**config.mk**
```make
export PLATFORM = sky130hd
export DESIGN_NAME = multicycle_controller
export DESIGN_NICKNAME = d
export VERILOG_FILES = /design/src/rtl/multicycle_controller.sv
export SDC_FILE = /design/constraint.sdc
export NUM_CORES = 1
export LEC_CHECK = 0
export CAP_MARGIN = 20
export CORE_MARGIN = 5
export CORE_UTILIZATION = 49
export CTS_BUF_LIST = sky130_fd_sc_hd__clkbuf_2 sky130_fd_sc_hd__clkbuf_4 sky130_fd_sc_hd__clkbuf_8
export CTS_CLUSTER_SIZE = 40
export DETAILED_ROUTE_END_ITERATION = 10
export GPL_TIMING_DRIVEN = 0
export MAX_ROUTING_LAYER = met4
export PLACE_DENSITY = 0.82
export SYNTH_ARGS = -nofsm -noshare
export SYNTH_HDL_FRONTEND = slang
export SYNTH_SLANG_ARGS = --single-unit
export TNS_END_PERCENT = 1
```
**constraint.sdc**
```tcl
create_clock -name CLK -period 3.7 [get_ports CLK]
set_clock_uncertainty 0.2 [all_clocks]
set_input_delay 0.74 -clock CLK [delete_from_list [all_inputs] [get_ports CLK]]
set_output_delay 0.74 -clock CLK [all_outputs]
set_load 0.01 [all_outputs]
```
**src/rtl/multicycle_controller.sv**
```systemverilog
// multicycle_controller: multi-cycle control FSM for a LEGv8 datapath.
// Sequences FETCH -> DECODE -> EXEC -> [MEM] -> [WB] over one shared
// instruction/data memory with a req/ack handshake. Illegal opcodes and
// memory timeouts park the FSM in a sticky FAULT state until Reset.
// Optional build macro PERF_COUNTERS_EN adds CycleCount and InstrRetired.
module multicycle_controller #(
  parameter int unsigned WAIT_MAX = 8
) (
  input  logic        CLK,
  input  logic        Reset,
  input  logic [10:0] Opcode,
  input  logic        Zero,
  input  logic        MemAck,
  output logic        MemReq,
  output logic        MemWrite,
  output logic        IorD,
  output logic        IRWrite,
  output logic        PCWrite,
  output logic [1:0]  PCSrc,
  output logic        Reg2Loc,
  output logic        ALUSrc,
  output logic [1:0]  ALUOp,
  output logic [2:0]  SignOp,
  output logic        RegWrite,
  output logic        MemtoReg,
  output logic [2:0]  State,
  output logic        Fault,
  output logic [1:0]  FaultCode
`ifdef PERF_COUNTERS_EN
  ,
  output logic [31:0] CycleCount,
  output logic [31:0] InstrRetired
`endif
);

  typedef enum logic [2:0] {
    S_FETCH  = 3'd0,
    S_DECODE = 3'd1,
    S_EXEC   = 3'd2,
    S_MEM    = 3'd3,
    S_WB     = 3'd4,
    S_FAULT  = 3'd7
  } state_t;

  typedef enum logic [2:0] {
    C_NONE = 3'd0,
    C_R    = 3'd1,
    C_ADDI = 3'd2,
    C_LDUR = 3'd3,
    C_STUR = 3'd4,
    C_CBZ  = 3'd5,
    C_B    = 3'd6,
    C_MOVZ = 3'd7
  } cls_t;

  localparam logic [1:0] FC_NONE    = 2'b00;
  localparam logic [1:0] FC_TIMEOUT = 2'b01;
  localparam logic [1:0] FC_ILLEGAL = 2'b10;

  // Last wait count that may still be followed by an ack; one more
  // unacknowledged cycle after this one means the request timed out.
  localparam logic [7:0] WAIT_LAST = 8'(WAIT_MAX - 1);

  // Map the 11-bit opcode field onto an instruction class.
  function automatic cls_t decode_class(input logic [10:0] op);
    cls_t c;
    casez (op)
      11'b10001011000,
      11'b11001011000,
      11'b10001010000,
      11'b10101010000: c = C_R;
      11'b1001000100?: c = C_ADDI;
      11'b11111000010: c = C_LDUR;
      11'b11111000000: c = C_STUR;
      11'b10110100???: c = C_CBZ;
      11'b000101?????: c = C_B;
      11'b110100101??: c = C_MOVZ;
      default:         c = C_NONE;
    endcase
    return c;
  endfunction

  // Sign-extender control for each instruction class.
  function automatic logic [2:0] sign_op_for(input cls_t c);
    logic [2:0] s;
    case (c)
      C_ADDI:         s = 3'b000;
      C_LDUR, C_STUR: s = 3'b001;
      C_B:            s = 3'b010;
      C_CBZ:          s = 3'b011;
      C_MOVZ:         s = 3'b111;
      default:        s = 3'b000;
    endcase
    return s;
  endfunction

  state_t     state_r;
  state_t     state_nxt_s;
  cls_t       class_r;
  cls_t       dec_class_s;
  cls_t       op_class_s;
  logic [7:0] wait_cnt_r;
  logic [7:0] wait_cnt_nxt_s;
  logic [1:0] fault_code_r;
  logic [1:0] fault_code_nxt_s;
  logic       req_state_s;
  logic       timeout_s;

  logic       mem_req_s;
  logic       mem_write_s;
  logic       iord_s;
  logic       ir_write_s;
  logic       pc_write_s;
  logic [1:0] pc_src_s;
  logic       reg2loc_s;
  logic       alu_src_s;
  logic [1:0] alu_op_s;
  logic [2:0] sign_op_s;
  logic       reg_write_s;
  logic       memto_reg_s;

  assign dec_class_s = decode_class(Opcode);
  // In DECODE the class register is not loaded yet, so SignOp follows the
  // live opcode; afterwards it follows the latched class.
  assign op_class_s  = (state_r == S_DECODE) ? dec_class_s : class_r;
  assign req_state_s = (state_r == S_FETCH) || (state_r == S_MEM);
  assign timeout_s   = (wait_cnt_r == WAIT_LAST);

  // Next-state selection and fault-code capture.
  always_comb begin
    state_nxt_s      = state_r;
    fault_code_nxt_s = fault_code_r;
    case (state_r)
      S_FETCH: begin
        if (MemAck) begin
          state_nxt_s = S_DECODE;
        end else if (timeout_s) begin
          state_nxt_s      = S_FAULT;
          fault_code_nxt_s = FC_TIMEOUT;
        end else begin
          state_nxt_s = S_FETCH;
        end
      end
      S_DECODE: begin
        if (dec_class_s == C_NONE) begin
          state_nxt_s      = S_FAULT;
          fault_code_nxt_s = FC_ILLEGAL;
        end else begin
          state_nxt_s = S_EXEC;
        end
      end
      S_EXEC: begin
        case (class_r)
          C_R, C_ADDI, C_MOVZ: state_nxt_s = S_WB;
          C_LDUR, C_STUR:      state_nxt_s = S_MEM;
          C_B, C_CBZ:          state_nxt_s = S_FETCH;
          default: begin
            state_nxt_s      = S_FAULT;
            fault_code_nxt_s = FC_ILLEGAL;
          end
        endcase
      end
      S_MEM: begin
        if (MemAck) begin
          if (class_r == C_LDUR) begin
            state_nxt_s = S_WB;
          end else begin
            state_nxt_s = S_FETCH;
          end
        end else if (timeout_s) begin
          state_nxt_s      = S_FAULT;
          fault_code_nxt_s = FC_TIMEOUT;
        end else begin
          state_nxt_s = S_MEM;
        end
      end
      S_WB:    state_nxt_s = S_FETCH;
      S_FAULT: state_nxt_s = S_FAULT;
      default: state_nxt_s = S_FAULT;
    endcase
  end

  // Wait counter: counts unacknowledged request cycles, clears on ack or exit.
  always_comb begin
    if (req_state_s && !MemAck && (state_nxt_s == state_r)) begin
      wait_cnt_nxt_s = wait_cnt_r + 8'd1;
    end else begin
      wait_cnt_nxt_s = 8'd0;
    end
  end

  // State, class, wait counter and fault code registers.
  always_ff @(posedge CLK) begin
    if (Reset) begin
      state_r      <= S_FETCH;
      class_r      <= C_NONE;
      wait_cnt_r   <= 8'd0;
      fault_code_r <= FC_NONE;
    end else begin
      state_r      <= state_nxt_s;
      wait_cnt_r   <= wait_cnt_nxt_s;
      fault_code_r <= fault_code_nxt_s;
      if (state_r == S_DECODE) begin
        class_r <= dec_class_s;
      end else begin
        class_r <= class_r;
      end
    end
  end

  // Datapath control decode from state, class, MemAck and Zero.
  always_comb begin
    mem_req_s   = 1'b0;
    mem_write_s = 1'b0;
    iord_s      = 1'b0;
    ir_write_s  = 1'b0;
    pc_write_s  = 1'b0;
    pc_src_s    = 2'b00;
    reg2loc_s   = 1'b0;
    alu_src_s   = 1'b0;
    alu_op_s    = 2'b00;
    sign_op_s   = 3'b000;
    reg_write_s = 1'b0;
    memto_reg_s = 1'b0;
    case (state_r)
      S_FETCH: begin
        mem_req_s = 1'b1;
        if (MemAck) begin
          ir_write_s = 1'b1;
          pc_write_s = 1'b1;
        end else begin
          ir_write_s = 1'b0;
        end
      end
      S_DECODE: begin
        sign_op_s = sign_op_for(op_class_s);
      end
      S_EXEC: begin
        sign_op_s = sign_op_for(op_class_s);
        case (op_class_s)
          C_R: alu_op_s = 2'b10;
          C_ADDI: begin
            alu_src_s = 1'b1;
            alu_op_s  = 2'b00;
          end
          C_MOVZ: begin
            alu_src_s = 1'b1;
            alu_op_s  = 2'b01;
          end
          C_LDUR: alu_src_s = 1'b1;
          C_STUR: begin
            alu_src_s = 1'b1;
            reg2loc_s = 1'b1;
          end
          C_B: begin
            pc_write_s = 1'b1;
            pc_src_s   = 2'b10;
          end
          C_CBZ: begin
            reg2loc_s  = 1'b1;
            alu_op_s   = 2'b01;
            pc_src_s   = 2'b10;
            pc_write_s = Zero;
          end
          default: alu_op_s = 2'b00;
        endcase
      end
      S_MEM: begin
        sign_op_s   = sign_op_for(op_class_s);
        mem_req_s   = 1'b1;
        iord_s      = 1'b1;
        mem_write_s = (op_class_s == C_STUR);
      end
      S_WB: begin
        sign_op_s   = sign_op_for(op_class_s);
        reg_write_s = 1'b1;
        memto_reg_s = (op_class_s == C_LDUR);
      end
      default: mem_req_s = 1'b0;
    endcase
  end

  // Reset overrides every strobe so no memory or register write can leak out.
  assign MemReq    = Reset ? 1'b0   : mem_req_s;
  assign MemWrite  = Reset ? 1'b0   : mem_write_s;
  assign IorD      = Reset ? 1'b0   : iord_s;
  assign IRWrite   = Reset ? 1'b0   : ir_write_s;
  assign PCWrite   = Reset ? 1'b0   : pc_write_s;
  assign PCSrc     = Reset ? 2'b00  : pc_src_s;
  assign Reg2Loc   = Reset ? 1'b0   : reg2loc_s;
  assign ALUSrc    = Reset ? 1'b0   : alu_src_s;
  assign ALUOp     = Reset ? 2'b00  : alu_op_s;
  assign SignOp    = Reset ? 3'b000 : sign_op_s;
  assign RegWrite  = Reset ? 1'b0   : reg_write_s;
  assign MemtoReg  = Reset ? 1'b0   : memto_reg_s;
  assign State     = state_r;
  assign Fault     = Reset ? 1'b0   : (state_r == S_FAULT);
  assign FaultCode = Reset ? 2'b00  : fault_code_r;

`ifdef PERF_COUNTERS_EN
  logic [31:0] cycle_count_r;
  logic [31:0] instr_retired_r;
  logic        retire_s;

  assign retire_s = ((state_r == S_EXEC) || (state_r == S_MEM) || (state_r == S_WB))
                    && (state_nxt_s == S_FETCH);

  // Free-running cycle and retired-instruction counters, wrapping at 2^32.
  always_ff @(posedge CLK) begin
    if (Reset) begin
      cycle_count_r   <= 32'd0;
      instr_retired_r <= 32'd0;
    end else begin
      if (state_r != S_FAULT) begin
        cycle_count_r <= cycle_count_r + 32'd1;
      end else begin
        cycle_count_r <= cycle_count_r;
      end
      if (retire_s) begin
        instr_retired_r <= instr_retired_r + 32'd1;
      end else begin
        instr_retired_r <= instr_retired_r;
      end
    end
  end

  assign CycleCount   = cycle_count_r;
  assign InstrRetired = instr_retired_r;
`endif

endmodule

```
==> qor.yml <==
die_area_um2: 3832
dr.pass1.iters: 4
period_minus_slack_ns: 3.667
port_buffers: 34
critical_path_required_ns: 2.76
fmax_mhz: 272.7
startpoint_type: "input port"
pwr_density_cell_nw_per_um2: 488.1
cts_sinks: 16
maxSlewViolCount: 0
cp_max_fo: 5
end_kind: "output pin"
io_pins: 37
gp_congestion: 0.8893
hold_viol: 0
clk_pin_slew_ns: 0.09
core_area_um2: 2522
syn-mean-instance-area_um2: 7.543
p_total_mw: 0.8739
synth_top_cell_area_share: 0.2427
root_buffer: "clkbuf_4"
syn_inst: 175
grt_overflow_total: 0
cts_max_level: 1
grt_max_degree: 11
initial_utilization: 0.5233
path_class: "in -> out"
relSlewSlack: 0.6560
grt.total_usage: 0.2249
fin_cells: 251
synth_warnings: 0
wl_per_cell_um: 14.86
dpl.cell_count: 239
cts_made_buffers: 3
drt_iter0_drc: 91
hold_path.class: "reg -> reg"
rows: 18
die_h_um: 61.90
vias_per_cell: 5.797
synth.cell_area_um2: 1320
antenna_found_initial: 0
tritoncts: "yes"
synth.most_common_cell: "nor2_1"
p_leak_nw: 0.7338
holdWs_ns: 0.2568
die_w_um: 61.90
ys_ff_latch: 16
ant_nets: 0
worst_pin_slew_ns: 0.5090
grt_pass1_vias: 1447
antenna_cells: 0
grt_pass1_wl_mm: 6.465
area_growth_syn_to_layout_pct: 35.64
critical_path_arrival_ns: 2.73
nets: 238
cts.path.max_buffers: 2
vias: 1455
final.setup.worst_slack_ns: 0.03336
synth_nets: 191
wl_mm: 3.730
synth_edf_count: 0
drive_above_1_share: 0.2217
synth_cell_types: 53
synth_common_cells: "nor2_1 (28), dfxtp_1 (16), nand2_1 (10)"
insertion_delay_ns: 0.29
maxCapViolCount: 0
finalSetupViolCount: 0
ys.flop_type: "dfxtp_1"
fin_crit_sh: 0.9910
async_flop_share: 0
post-place-ws_ns: -0.8354
drc_errors: 0
status: "finished, final reports clean"
rsz0062_at_grt: "yes"
dpl_cell_area_um2: 1698
hpwl_mm: 2.889
ys_seq_area_frac: 0.2427
worst_ir_drop_vdd_mv: 0.3331
yosysTopAreaCell: "dfxtp_1"
fin_area_um2: 1790
synthTopCellsByArea: "dfxtp_1 (24%), nor2_1 (8.0%), xor2_1 (4.0%)"
[cell families after synthesis]
kind of cell,Yosys count,synth area share
compound gates,28,0.1507
flops,16,0.2427
other cells,1,0.002841
xor+xnor,10,0.06635
mux,4,0.03033
simple gates,99,0.4427
fa+ha+maj,1,0.009477
buf+inv,16,0.05497
[flip-flops by register name (all words and copies together), names as in the netlist]
register	count
State	3
wait_cnt_r	8
class_r	3
fault_code_r	2
[routing by layer]
layer  GRT usage  vias to the layer above  part of all wire
met5           -                        -                 0
met4     0.07273                        0             0.020
met3     0.03512                       11             0.044
met2      0.3916                       45              0.52
met1      0.2631                      677              0.41
li1            -                      722                 -
[critical path: stages]
cell and delay [ns]:
buf_8 0.09, or3b_4 0.39, or4_4 0.55, a41o_4 0.32
buf_4 0.15, xnor2_1 0.11, nor2_1 0.09, dlygate4sd2_1 0.28
[area by class of cell]
cell class / instances / area [um2]
Multi-Input combinational cell: 143 / 977.2
Fill cell: 232 / 732.0
Timing Repair Buffer: 43 / 355.3
Sequential cell: 16 / 320.3
Buffer: 10 / 45.04
Tap cell: 30 / 37.54
Clock buffer: 4 / 36.28
Inverter: 5 / 18.77
[through the flow]
stage / setup TNS [ns] / utilization
after floorplan: 0 / -
after global placement: -7.088 / 0.6731
after detailed placement: -7.378 / 0.6731
after CTS: -0.02472 / 0.7029
after global routing: -0.09217 / 0.7098
final: 0 / 0.7098
[timing repair]
item,in CTS,in global routing
hold buffers,0,0
pin swaps,11,8
endpoints found under the setup margin,11,10
buffers inserted,7,1
gates resized for setup,71,15
cloned,1,0
[placed cells by master, fill, tap and decap left out, types with 3 or more instances in the layout]
cell             Yosys  final
clkbuf_2             0      3
nor2b_1              4      4
clkbuf_1             8      8
nand3_1              8      8
a21boi_0             4      3
nand2_1             10     10
clkdlybuf4s50_1      0     12
mux2i_1              4      3
dlygate4sd2_1        0      3
xor2_1               6      6
clkbuf_4             0      3
or2_2                3      3
buf_2                1      9
buf_4                1     10
o21ai_0              5      5
nor3b_1              4      4
and3_1               4      4
and2_1               3      3
nor4_1               3      3
nor2_1              28     28
inv_1                4      4
a21oi_1              4      4
xnor2_1              4      4
or3b_4               1      3
dfxtp_1             16     16
nor3_1               8      8
[final timing paths]
check                start               to  slack [ns]  cells past startpoint
max              Opcode[5]         PCSrc[1]        0.03                      8
min          wait_cnt_r[0]    wait_cnt_r[0]        0.26                      1
max reg2reg  wait_cnt_r[3]  fault_code_r[0]        1.33                      5
min reg2reg  wait_cnt_r[0]    wait_cnt_r[0]        0.26                      1
[where the power goes]
part,switching (mW),internal (mW),total [mW],leakage [nW]
logic,0.279,0.241,0.520,0.582
registers,0.0315,0.204,0.235,0.131
clock network,0.0585,0.0600,0.119,0.0210
(Power assumes the default switching activity.)
